<file path="src/rtl/pipelined_ripple_adder.sv">
// Pipelined ripple-carry adder: WIDTH-bit add split into SEG_W-bit ripple segments, one register per segment.
// Define PIPELINED_RIPPLE_ADDER_OVF_EN to add the registered signed-overflow output ovf.
module pipelined_ripple_adder #(
  parameter int unsigned WIDTH = 16,
  parameter int unsigned SEG_W = 4
) (
  input  logic             clk,
  input  logic             rst_n,
  input  logic             in_valid,
  output logic             in_ready,
  input  logic [WIDTH-1:0] x,
  input  logic [WIDTH-1:0] y,
  input  logic             cin,
  output logic             out_valid,
  input  logic             out_ready,
  output logic [WIDTH-1:0] s,
  output logic             cout
`ifdef PIPELINED_RIPPLE_ADDER_OVF_EN
  ,
  output logic             ovf
`endif
);

  localparam int unsigned STAGES = WIDTH / SEG_W;

  logic              en;
  logic [STAGES-1:0] v_q;
  logic [STAGES-1:0] c_q;
  logic [STAGES-1:0] c_d;
  logic [STAGES-1:0] ci;
  logic [WIDTH-1:0]  sum_q [STAGES];
  logic [WIDTH-1:0]  sum_d [STAGES];
  logic [WIDTH-1:0]  ps    [STAGES];
  logic [WIDTH-1:0]  ax    [STAGES];
  logic [WIDTH-1:0]  by    [STAGES];

  // The whole pipeline freezes only when a finished result is not being taken.
  assign en        = !(v_q[STAGES-1] && !out_ready);
  assign in_ready  = en;
  assign out_valid = v_q[STAGES-1];
  assign s         = sum_q[STAGES-1];
  assign cout      = c_q[STAGES-1];

  assign ax[0] = x;
  assign by[0] = y;
  assign ci[0] = cin;
  assign ps[0] = '0;

  for (genvar k = 1; k < STAGES; k++) begin : g_tap
    assign ci[k] = c_q[k-1];
    assign ps[k] = sum_q[k-1];
  end

  // Operand skew: stage k sees the operands accepted k cycles earlier.
  if (STAGES > 1) begin : g_skew
    logic [WIDTH-1:0] x_q [STAGES-1];
    logic [WIDTH-1:0] y_q [STAGES-1];

    always_ff @(posedge clk or negedge rst_n) begin
      if (!rst_n) begin
        for (int k = 0; k < STAGES-1; k++) begin
          x_q[k] <= '0;
          y_q[k] <= '0;
        end
      end else if (en) begin
        for (int k = 0; k < STAGES-1; k++) begin
          x_q[k] <= ax[k];
          y_q[k] <= by[k];
        end
      end
    end

    for (genvar k = 1; k < STAGES; k++) begin : g_op
      assign ax[k] = x_q[k-1];
      assign by[k] = y_q[k-1];
    end
  end

  // Per-segment ripple of full-adder cells; lower sum segments ride along (deskew).
  always_comb begin
    logic a;
    logic b;
    logic c;
    a   = 1'b0;
    b   = 1'b0;
    c   = 1'b0;
    c_d = '0;
    for (int k = 0; k < STAGES; k++) begin
      c        = ci[k];
      sum_d[k] = ps[k];
      for (int i = 0; i < SEG_W; i++) begin
        a = ax[k][k*SEG_W + i];
        b = by[k][k*SEG_W + i];
        sum_d[k][k*SEG_W + i] = a ^ b ^ c;
        c = (a & b) | (a & c) | (b & c);
      end
      c_d[k] = c;
    end
  end

  always_ff @(posedge clk or negedge rst_n) begin
    if (!rst_n) begin
      v_q <= '0;
      c_q <= '0;
      for (int k = 0; k < STAGES; k++) begin
        sum_q[k] <= '0;
      end
    end else if (en) begin
      v_q[0] <= in_valid;
      for (int k = 1; k < STAGES; k++) begin
        v_q[k] <= v_q[k-1];
      end
      c_q <= c_d;
      for (int k = 0; k < STAGES; k++) begin
        sum_q[k] <= sum_d[k];
      end
    end
  end

`ifdef PIPELINED_RIPPLE_ADDER_OVF_EN
  // Carry into the MSB is recovered as a ^ b ^ sum at that bit.
  logic ovf_d;
  assign ovf_d = ax[STAGES-1][WIDTH-1] ^ by[STAGES-1][WIDTH-1]
               ^ sum_d[STAGES-1][WIDTH-1] ^ c_d[STAGES-1];

  always_ff @(posedge clk or negedge rst_n) begin
    if (!rst_n) begin
      ovf <= 1'b0;
    end else if (en) begin
      ovf <= ovf_d;
    end
  end
`endif

endmodule

</file>
<file path="config.mk">
export PLATFORM = sky130hd
export DESIGN_NAME = pipelined_ripple_adder
export DESIGN_NICKNAME = d
export VERILOG_FILES = /design/src/rtl/pipelined_ripple_adder.sv
export SDC_FILE = /design/constraint.sdc
export NUM_CORES = 1
export LEC_CHECK = 0
export CORE_MARGIN = 4
export CORE_UTILIZATION = 30
export CTS_CLUSTER_DIAMETER = 50
export DETAILED_ROUTE_END_ITERATION = 6
export PLACE_DENSITY_LB_ADDON = 0.15
export SYNTH_ARGS = -nofsm -noshare
export SYNTH_HDL_FRONTEND = slang
export SYNTH_SLANG_ARGS = --single-unit
</file>
<file path="constraint.sdc">
create_clock -name clk -period 2 [get_ports clk]
set_clock_uncertainty 0.15 [all_clocks]
set_input_delay 0.6 -clock clk [delete_from_list [all_inputs] [get_ports clk]]
set_output_delay 0.6 -clock clk [all_outputs]
set_load 0.1 [all_outputs]
</file>
==> impl_metrics.json <==
{
  "outcome": "finished with violations",
  "violations": "setup timing",
  "rsz0062_at_grt": "true",
  "vdd_ir_drop_max_uv": 546,
  "critPathLaunchType": "register",
  "gp_congestion": 0.700,
  "ys_types": 14,
  "min_period_ns": 2.22,
  "tightest_slew_ns": 0.320,
  "path_max_fanout": 2,
  "p_leak_nw": 2.51,
  "synth_cells": 258,
  "grt_start_max_net_pins": 35,
  "worstPathArrival_ns": 2.34,
  "grt_first_pass_wirelength_mm": 12.4,
  "drt_iter0_markers": 76,
  "root_buffer": "clkbuf_16",
  "final.period_utilization_pct": 111,
  "wirelength_mm": 7.18,
  "power_density_mw_per_mm2": 1760,
  "num_vias": 2191,
  "critPathCaptureType": "register",
  "io_pins": 56,
  "min_path_type": "reg2reg",
  "stdcell_area_sq_mm": 0.00570,
  "crit_type": "reg2reg",
  "ant_nets": 0,
  "final-hold-violation-count": 0,
  "area_growth_pct": 37.0,
  "cts_tree": "yes",
  "ys_seq_area_share_pct": 57.8,
  "grt_antenna_before_repair": 0,
  "syn_area_sq_mm": 0.00416,
  "cts_buffers": 9,
  "final-setup-viol-count": 6,
  "grt_overflow_total": 0,
  "timing.fmax_ghz": 0.451,
  "die_height_um": 126,
  "tns_ns": -0.759,
  "h-tree-depth": 3,
  "num_antenna_cells": 0,
  "maxSlewHeadroom_pct": 78.6,
  "rows": 42,
  "critPathRequiredTime_ns": 2.12,
  "detail_route.first_pass.iterations": 3,
  "core_area_sq_mm": 0.0134,
  "die_area_sq_mm": 0.0158,
  "via_per_inst": 4.17,
  "drv_slew": 0,
  "worstSkewPairLatency_ns": 0.34,
  "r2r_setup_slack_ns": -0.22,
  "clk_pin_slew_ns": 0.06,
  "hpwl_mm": 5.21,
  "clk_path_buf_depth": 2,
  "layout-drive-gt1-share_pct": 56.4,
  "synth_warnings": 0,
  "ys_ff_latch": 96,
  "avgSynthCellArea_sq_um": 16.1,
  "synth_nets": 311,
  "die_w_um": 126,
  "worst_slack_ns": -0.217,
  "placed_area_sq_mm": 0.00533,
  "port_buffers": 55,
  "maxCapViolations": 0,
  "layout.nets": 397,
  "grtUsageTotal_pct": 10.1,
  "route.detailed.drc": 0,
  "initial_utilization_pct": 31.0,
  "first_global_vias": 2441,
  "cts_sinks": 96,
  "wl_per_cell_um": 13.7
}
## layer usage
| metal | track usage [%] | routed length (um) | vias to the layer above |
|---|---|---|---|
| li1 | - | - | 1039 |
| met4 | 4.73 | 141 | 0 |
| met1 | 13.1 | 3360 | 1111 |
| met3 | 3.56 | 283 | 9 |
| met2 | 15.0 | 3390 | 32 |
| met5 | 0 | 0 | - |
## kinds of logic after synthesis
group	share of synthesized area (%)
adders and majority gates	7.70
DFF	57.8
muxes	25.5
AOI/OAI and AO/OA	1.90
and+or+nand+nor	1.99
buffers and inverters	5.11
## critical path, stage by stage (launching register included)
cell and delay [ns]:
dfrtp_1 0.39, inv_2 0.06, fa_2 0.19, inv_2 0.04, fa_2 0.33, fa_2 0.35
inv_2 0.07, fa_2 0.45, a21oi_2 0.12
## area by class of cell
class,instances,area (sq um)
fillers,1240,7700
inverters,29,131
well taps,176,220
multi-input cells,122,1590
flip-flops and latches,96,2400
clock inverters,5,37.5
clock buffers,11,253
repair buffers,86,1060
## layout by cell type, fill, tap and decap left out
cell | synthesis | routed
clkdlybuf4s50_1 | 0 | 29
inv_6 | 1 | 4
buf_8 | 0 | 1
clkinv_2 | 0 | 1
dfrtp_2 | 0 | 1
clkbuf_16 | 0 | 9
clkinvlp_4 | 0 | 2
buf_12 | 0 | 26
inv_2 | 0 | 16
buf_2 | 1 | 1
nor3b_1 | 9 | 9
inv_12 | 0 | 1
inv_1 | 28 | 10
dfrtp_1 | 96 | 95
clkbuf_8 | 0 | 2
mux2i_1 | 3 | 3
nand2b_1 | 1 | 1
clkdlybuf4s15_2 | 0 | 1
mux2_4 | 26 | 28
fa_1 | 16 | 2
dlygate4sd3_1 | 0 | 1
mux2_2 | 57 | 55
a21oi_2 | 9 | 9
buf_6 | 5 | 1
dlygate4sd2_1 | 0 | 2
fa_2 | 0 | 14
buf_4 | 5 | 24
nor2b_4 | 0 | 1
## path summary, 6_finish.rpt
check,startpoint,to,cells after the start
setup / recovery,ax[24]$_DFFE_PN0N_,ps[11]$_DFFE_PN0N_,8
hold / removal,v_q[2]$_DFFE_PN0N_,v_q[3]$_DFFE_PN0N_,1
setup reg to reg,ax[24]$_DFFE_PN0N_,ps[11]$_DFFE_PN0N_,8
hold reg to reg,v_q[2]$_DFFE_PN0N_,v_q[3]$_DFFE_PN0N_,1
max in group asynchronous,rst_n,by[31]$_DFFE_PN0N_,3
min in group asynchronous,rst_n,by[29]$_DFFE_PN0N_,2
## power by group
group | internal, mW | switching (mW) | total [mW]
clock network | 0.917 | 0.738 | 1.65
logic | 2.50 | 2.54 | 5.04
registers | 2.80 | 0.567 | 3.36
## flip-flops by register name, indices dropped and copies added (netlist names)
signal and cells:
s 16, ax 24, by 24, c_q 4
ps 24, v_q 4
## synth_stat cells, drive strengths merged
master / n / area share [%]
dfrtp: 96 / 58
mux2: 83 / 25
inv: 29 / 2.7
fa: 16 / 7.7
buf: 11 / 2.4
a21oi: 9 / 1.9
nor3b: 9 / 1.6
mux2i: 3 / 0.72
nand2b: 1 / 0.15
nor2b: 1 / 0.21
## stage by stage
| stage | cells | hold WS (ns) | setup WS, ns | total power, mW | utilization, % |
|---|---|---|---|---|---|
| 2_1_floorplan | 258 | 0.154 | -0.332 | 6.60 | - |
| 3_3_place_gp | 502 | 0.297 | -0.974 | 8.33 | 39.8 |
| 3_5_place_dp | 502 | 0.301 | -1.00 | 8.40 | 39.8 |
| 4_1_cts | 523 | 0.319 | -0.220 | 10.2 | 42.4 |
| 5_1_grt | 525 | 0.339 | -0.295 | 10.7 | 42.5 |
| 6_report | 525 | 0.316 | -0.217 | 10.1 | 42.5 |
## repair_timing
| action | in CTS | in global routing |
|---|---|---|
| buffers inserted | 4 | 2 |
| gates resized for setup | 30 | 6 |
| hold buffers | 1 | 0 |
| endpoints found under the setup margin | 14 | 11 |
| pin swaps | 8 | 5 |
| hold endpoints to repair | 16 | 0 |
Note: power is estimated with default switching activity, not from simulation.
